<file path="src/rtl/eater_pkg.sv">
// ---------------------------------------------------------------------------
// eater_pkg
// Shared definitions for the program-RAM side of the CPU: RAM geometry and
// the state encoding of the RAM loader.
//   ADDR_W    : RAM address width
//   DATA_W    : RAM word width
//   RAM_DEPTH : number of RAM words
//   loader_state_t : ram_loader FSM states
// ---------------------------------------------------------------------------
package eater_pkg;

  localparam int ADDR_W    = 4;
  localparam int DATA_W    = 8;
  localparam int RAM_DEPTH = 16;

  typedef enum logic [2:0] {
    IDLE,
    ACCEPT,
    WRITE,
    VERIFY,
    DONE,
    ERR
  } loader_state_t;

endpackage

</file>
<file path="src/rtl/ram_loader.sv">
// ---------------------------------------------------------------------------
// ram_loader
// Bus initiator that fills the program RAM from a valid/ready byte stream
// while the CPU is halted. Bytes are stored at consecutive addresses from 0.
//
// Ports:
//   clk, rst            : clock, asynchronous active-high reset
//   start, len          : begin a load of len bytes (clamped to RAM depth)
//   in_valid, in_data   : incoming stream byte
//   in_ready            : loader takes a byte this cycle (high in ACCEPT)
//   mem_address, ri, ro : RAM address, write strobe, read strobe
//   data_o, data_i      : RAM write data, RAM read data (valid while ro)
//   busy, done, error   : load in progress, completion pulse, sticky
//                         read-back mismatch flag
//
// Optional feature macro: RAM_LOADER_VERIFY_EN
//   Defined     : every written byte is read back and compared; a mismatch
//                 raises error and parks the FSM in ERR at the bad address.
//   Not defined : writes advance directly; ro and error are tied low.
// ---------------------------------------------------------------------------
module ram_loader #(
  parameter int ADDR_W = eater_pkg::ADDR_W,
  parameter int DATA_W = eater_pkg::DATA_W
) (
  input  logic              clk,
  input  logic              rst,
  input  logic              start,
  input  logic [ADDR_W:0]   len,
  input  logic              in_valid,
  input  logic [DATA_W-1:0] in_data,
  output logic              in_ready,
  output logic [ADDR_W-1:0] mem_address,
  output logic              ri,
  output logic              ro,
  output logic [DATA_W-1:0] data_o,
  input  logic [DATA_W-1:0] data_i,
  output logic              busy,
  output logic              done,
  output logic              error
);

  import eater_pkg::*;

  localparam logic [ADDR_W:0] DEPTH_L = (ADDR_W+1)'(1 << ADDR_W);

  loader_state_t     state_q, state_d;
  loader_state_t     adv_state;
  logic [ADDR_W-1:0] addr_q, addr_d, addr_inc;
  logic [ADDR_W:0]   count_q, count_d, count_inc;
  logic [ADDR_W:0]   len_q, len_d, len_clamped;
  logic [DATA_W-1:0] data_q, data_d;
  logic              ri_q, ri_d;
  logic              busy_q, busy_d;
  logic              done_q, done_d;
`ifdef RAM_LOADER_VERIFY_EN
  logic              ro_q, ro_d;
  logic              error_q, error_d;
`else
  logic              unused_data_i;
`endif

  // Requests longer than the RAM are trimmed to a full fill.
  assign len_clamped = (len > DEPTH_L) ? DEPTH_L : len;

  // Advance step shared by WRITE (no verify) and VERIFY (on match). The
  // address wraps to 0 only on the last byte of a full fill, and DONE
  // follows immediately, so the wrap never addresses a live write.
  assign count_inc = count_q + 1'b1;
  assign addr_inc  = addr_q + 1'b1;
  assign adv_state = (count_inc == len_q) ? DONE : ACCEPT;

  // Next-state and datapath. Strobes and status are computed from the next
  // state so that they are registered and line up with the state they
  // describe.
  always_comb begin
    state_d = state_q;
    addr_d  = addr_q;
    count_d = count_q;
    len_d   = len_q;
    data_d  = data_q;
`ifdef RAM_LOADER_VERIFY_EN
    error_d = error_q;
`endif

    case (state_q)
      IDLE, ERR: begin
        if (start) begin
          len_d   = len_clamped;
          addr_d  = '0;
          count_d = '0;
`ifdef RAM_LOADER_VERIFY_EN
          error_d = 1'b0;
`endif
          state_d = (len_clamped == '0) ? DONE : ACCEPT;
        end
      end
      ACCEPT: begin
        if (in_valid) begin
          data_d  = in_data;
          state_d = WRITE;
        end
      end
      WRITE: begin
`ifdef RAM_LOADER_VERIFY_EN
        state_d = VERIFY;
`else
        count_d = count_inc;
        addr_d  = addr_inc;
        state_d = adv_state;
`endif
      end
`ifdef RAM_LOADER_VERIFY_EN
      VERIFY: begin
        // On mismatch the address is left on the failing word.
        if (data_i != data_q) begin
          error_d = 1'b1;
          state_d = ERR;
        end else begin
          count_d = count_inc;
          addr_d  = addr_inc;
          state_d = adv_state;
        end
      end
`endif
      DONE: begin
        state_d = IDLE;
      end
      default: begin
        state_d = IDLE;
      end
    endcase

    ri_d   = (state_d == WRITE);
    done_d = (state_d == DONE);
    busy_d = (state_d == ACCEPT) || (state_d == WRITE) || (state_d == VERIFY);
`ifdef RAM_LOADER_VERIFY_EN
    ro_d   = (state_d == VERIFY);
`endif
  end

  // State and output registers; reset drops the strobes immediately.
  always_ff @(posedge clk or posedge rst) begin
    if (rst) begin
      state_q <= IDLE;
      addr_q  <= '0;
      count_q <= '0;
      len_q   <= '0;
      data_q  <= '0;
      ri_q    <= 1'b0;
      busy_q  <= 1'b0;
      done_q  <= 1'b0;
`ifdef RAM_LOADER_VERIFY_EN
      ro_q    <= 1'b0;
      error_q <= 1'b0;
`endif
    end else begin
      state_q <= state_d;
      addr_q  <= addr_d;
      count_q <= count_d;
      len_q   <= len_d;
      data_q  <= data_d;
      ri_q    <= ri_d;
      busy_q  <= busy_d;
      done_q  <= done_d;
`ifdef RAM_LOADER_VERIFY_EN
      ro_q    <= ro_d;
      error_q <= error_d;
`endif
    end
  end

  assign in_ready    = (state_q == ACCEPT);
  assign mem_address = addr_q;
  assign data_o      = data_q;
  assign ri          = ri_q;
  assign busy        = busy_q;
  assign done        = done_q;
`ifdef RAM_LOADER_VERIFY_EN
  assign ro          = ro_q;
  assign error       = error_q;
`else
  assign ro            = 1'b0;
  assign error         = 1'b0;
  assign unused_data_i = ^data_i;
`endif

endmodule

</file>
<file path="config.mk">
export PLATFORM = sky130hd
export DESIGN_NAME = ram_loader
export DESIGN_NICKNAME = d
export VERILOG_FILES = /design/src/rtl/eater_pkg.sv /design/src/rtl/ram_loader.sv
export SDC_FILE = /design/constraint.sdc
export NUM_CORES = 1
export LEC_CHECK = 0
export CORE_ASPECT_RATIO = 0.8
export CORE_MARGIN = 3
export CORE_UTILIZATION = 25
export CTS_BUF_LIST = sky130_fd_sc_hd__clkbuf_16
export DETAILED_ROUTE_END_ITERATION = 7
export GPL_TIMING_DRIVEN = 0
export PLACE_DENSITY = 0.61
export RECOVER_POWER = 50
export SLEW_MARGIN = 20
export SYNTH_ARGS = -nofsm -noshare
export SYNTH_HDL_FRONTEND = slang
export SYNTH_SLANG_ARGS = --single-unit
</file>
<file path="constraint.sdc">
create_clock -name clk -period 1.5 [get_ports clk]
set_clock_uncertainty 0.15 [all_clocks]
set_input_delay 0.3 -clock clk [delete_from_list [all_inputs] [get_ports clk]]
set_output_delay 0.3 -clock clk [all_outputs]
set_load 0.05 [all_outputs]
</file>
# == Yosys cells after proc, flatten, opt, wreduce, memory -nomap -nowiden ==
# Cells that the tools add are included.
# totals
latchBits,0
mem_bits_ro,0
reg_bits,28
elab_cells,39
in_bits,25
ramBits,0
mem_count,0
out_inout_bits,18
# op_classes
mul,0
n_eq_ne,9
n_lt_le_gt_ge,1
reduce_logical,9
addsub,2
shift,0
n_bitwise,0
div,0
mux,10
# ops
op,n
3-bit 2-to-1 mux,4
5-bit 2-to-1 mux,2
5-bit one-hot mux with 2 select lines,1
"3-bit by 2-bit == test with 1-bit output, second input constant",3
3-bit one-hot mux with 3 select lines,1
4-bit one-hot mux with 2 select lines,1
"3-bit by 1-bit == test with 1-bit output, second input constant",2
"3-bit == test, second input constant",2
2-bit AND reduction,3
"5-bit by 1-bit adder with 5-bit output, second input constant",1
5-bit == test,1
"5-bit > comparator, second input constant",1
5-bit logical NOT,1
"4-bit by 1-bit adder with 4-bit output, second input constant",1
4-bit 2-to-1 mux,1
3-bit logical NOT,1
1-bit logical OR,2
"2-bit inequality test, second input constant",1
2-bit nonzero test,1
2-bit OR reduction,1

# == Depth between registers and ports, before layout ==
# logic_depth
word_depth,9
ltp_mapped,6

# == Least setup slack after synthesis ==
# Ideal clock, no wire load.
# synth_timing
path_type,register to register
start,register state_q[1]
end,register data_q[0] (netlist: data_o[0])
arrival_ns,1.569
synth_period_minus_slack_ns,1.844
path_buffers,1
slack_ns,-0.344
stages_incl_launch_ff,6
setup_time_ns,0.125
path_cell_list,dfrtp_1 and2b_1 nor2b_4 and2_4 buf_8 mux2_4
# synth_between
elab_chain_cells,2
# synth_rtl
item,line_no,source
from (decl),ram_loader.sv:46,"loader_state_t state_q, state_d;"
from (signal assigned),ram_loader.sv:157,state_q <= state_d;
3-bit by 1-bit == test with 1-bit output,n/a,
net in_ready,ram_loader.sv:31,"output logic in_ready,"
2-bit AND reduction (no source line),n/a,
to (signal assigned),ram_loader.sv:161,data_q <= data_d;
to (decl),ram_loader.sv:51,"logic [DATA_W-1:0] data_q, data_d;"
# The timed path passes the listed nets, and every way through them passes these cells.
# A chain may end at the register's enable or synchronous reset.

# == Worst setup path in the final report ==
# layout_timing
start,register state_q[0]
end,output port in_ready
# layout_between
elab_chain_cells,1
# layout_rtl
item,line_no,source
3-bit by 1-bit == test with 1-bit output,ram_loader.sv:172,assign in_ready = (state_q == ACCEPT);
to (decl),ram_loader.sv:31,
# Every way passes these cells.

==> metrics <==
Initial Util=26.9%; startpoint types=flop; Vias per Instance=4.27; Hold-fix buffers, CTS=0; status=finished with violations; vias in the first global route=995; Worst-Margin Slew=0.621 ns; row count=23; Clock Tree Root=clkbuf_16; Synth Area per Inst=11.3 sq um; ANT cells=0; Post-synth EDFFs=0; sequential share of the synthesized area=50.0%; Clock Latency Late Sink=0.26 ns; DRC errors left=0; post-layout min period=1.68 ns; Synth Area in Compound Gates=8.83%; area leader, netlist=dfrtp_1; final setup fails=17; synthesized flop and latch total=28; Routed Wire Length=3130 um; PwrDens=2040 mW/mm^2; Final nets=196; area share of the largest cell type after synthesis=50.0%; Core Util, Final=40.5%; asr flop ratio synth=100%; Max-Cap Viols=0; Syn Inst Count=124; cell internal pwr=0.00255 W; top post-synthesis cells by area=dfrtp_1 50%, mux2_4 8.6%, nand2_1 4.8%, xnor2_1 3.7%, nand2b_1 2.7%; I/O pins=43; largest family of logic cells by synthesized area=simple AND/OR/NAND/NOR gates; DR pass1 iterations=5; first-pass GRT wire length=5010 um; Net Sw Power=0.00174 W; Core ar.=0.00521 sq mm; Yosys warning total=0; RSZ-0062 raised after global routing=yes; post-synthesis adder-cell area fraction=under 10%; failing checks=setup timing; LEAKAGE=0.931 nW; Slew HR=58.5%; Gate power share=a little over half; mux contribution to synthesized area=9.99%; Final TNS setup=-2.06 ns; CTS tree=yes; fmax=approximately 600 MHz; Fin. Hold Viols=0; clock share of power=between 10% and 20%; H-tree depth=1; 1st-iter DRT viols=46; Synth Flop Type=dfrtp_1; Hold/Removal Path Class=in2reg; Clock Tree Buf Depth=2; hpwl dp=2120 um; count leader, synth=dfrtp_1; Die Y=73.0 um; post-route ant nets=0; antenna violations before repair=0; CP Data Arrival Time=around 1.2 ns; CTS Buf Count=3; GRT overflow=0; PortBufs=32; Final Total Pwr=approximately 0.0043 W; clock slew at reported path FFs=0.07 ns; Synth Area in Simple Gates=17.8%; wire length per cell=12.9 um; Crit. End Element=output pin; worst slack, placed=-0.667 ns; fin crit share=112%; layout cells sized above 1=36.3%; register share of total power=28.7%; largest net degree at the start of global routing=29; gr usage total=9.87%; Area Overhead vs Synth=50.2%; Sink Count=28; WP data required=around 1.1 ns; Pins Over Slew Limit=0; worst setup path class=reg2out; peak supply drop=0.723 mV; most instantiated cells after synthesis=28 x dfrtp_1, 18 x nand2_1, 8 x mux2_4; final worst slack=-0.176 ns; synthesized area=roughly 0.0014 sq mm; GP Congestion=0.736; die area=0.00655 sq mm; synth unique cells=39; worst-path maximum fanout=7; hold slack=about 0.33 ns; Sw Ratio=40.6%; Die X-Extent=around 90 um; XOR/XNOR Fraction of Synth Area=7.40%; Layout fillers=between 500 and 600; Vias=1037
critical path, stage by stage, from the launching register on:
cell	delay, ns
dfrtp_2	0.45
and2b_1	0.18
nor2b_4	0.18
buf_8	0.16
cell type report:
class | count | area [sq um] | share of cell area [%]
clock inverter | 1 | 30.0 | 1.43
timing repair buffer | 40 | 417 | 19.8
inverter | 1 | 3.75 | 0.178
clock buffer | 3 | 75.1 | 3.56
sequential | 28 | 702 | 33.3
multi-input combinational | 90 | 733 | 34.8
tap | 75 | 93.8 | 4.45
buffer | 5 | 52.6 | 2.49
registers in the layout, summed over array words and instances, names as in the netlist:
register,count
state_q,3
len_q,5
mem_address,4
count_q,5
data_o,8
ri,1
done,1
busy,1
timing repair:
item	CTS	global route
gates cloned	0	1
endpoints found under the setup margin	40	28
setup buffers	5	2
pin swaps	10	1
hold endpoints to repair	0	0
gates resized for setup	70	14
metrics by stage:
stage / cell area [sq um] / std cells
after floorplan: 1410 / 125
after global placement: 1830 / 232
after detailed placement: 1830 / 232
after CTS: 2020 / 240
after global routing: 2110 / 243
final: 2110 / 243
cells by family (layout without fill, tap and decap cells):
kind of cell               count (synthesis)  after routing
AOI/OAI and AO/OA                         19             19
xor gates and xnor gates                  11             11
adders and majority gates                  2              2
buffers and inverters                      7             50
DFF                                       28             28
muxes                                     10             10
other                                      1              2
and+or+nand+nor                           46             46
path summary, 6_finish.rpt:
kind | startpoint | end | depth (start not counted) | slack (ns)
setup / recovery | state_q[0] | in_ready | 3 | -0.18
hold / removal | len[2] | len_q[2] | 3 | 0.33
setup reg to reg | state_q[0] | data_o[5] | 4 | -0.16
hold reg to reg | mem_address[3] | mem_address[3] | 1 | 0.33
max in group asynchronous | rst | state_q[0] | 2 | 0.33
min in group asynchronous | rst | data_o[1] | 2 | 0.42
per-layer routing:
layer	vias to the layer above	global-route usage, %	share of wire [%]
li1	507	-	-
met1	486	14.0	49
met2	40	14.3	42
met3	4	2.68	7.2
met4	0	4.08	1.5
met5	-	0	0
cell usage in the layout (no fill, tap or decap), types with 3 or more instances in the layout:
master	Yosys	routed
buf_4	2	7
xor2_1	4	3
mux2_4	8	8
buf_2	2	3
o21ai_1	7	8
clkdlybuf4s50_1	0	13
nand3_1	4	3
nand2_1	18	16
nor2_1	5	4
buf_6	1	3
clkdlybuf4s15_2	0	12
xnor2_1	6	6
dfrtp_1	28	27
clkbuf_16	0	4
nand2b_1	6	6
power by group through the flow:
stage	Clock, W	Combinational (W)	Sequential (W)
floorplan	0	0.000913	0.00178
global placement	0	0.00201	0.00124
detailed placement	0	0.00203	0.00125
CTS	0.000811	0.00212	0.00123
global route	0.000843	0.00240	0.00127
finish	0.000793	0.00226	0.00123
(Power assumes the default switching activity.)
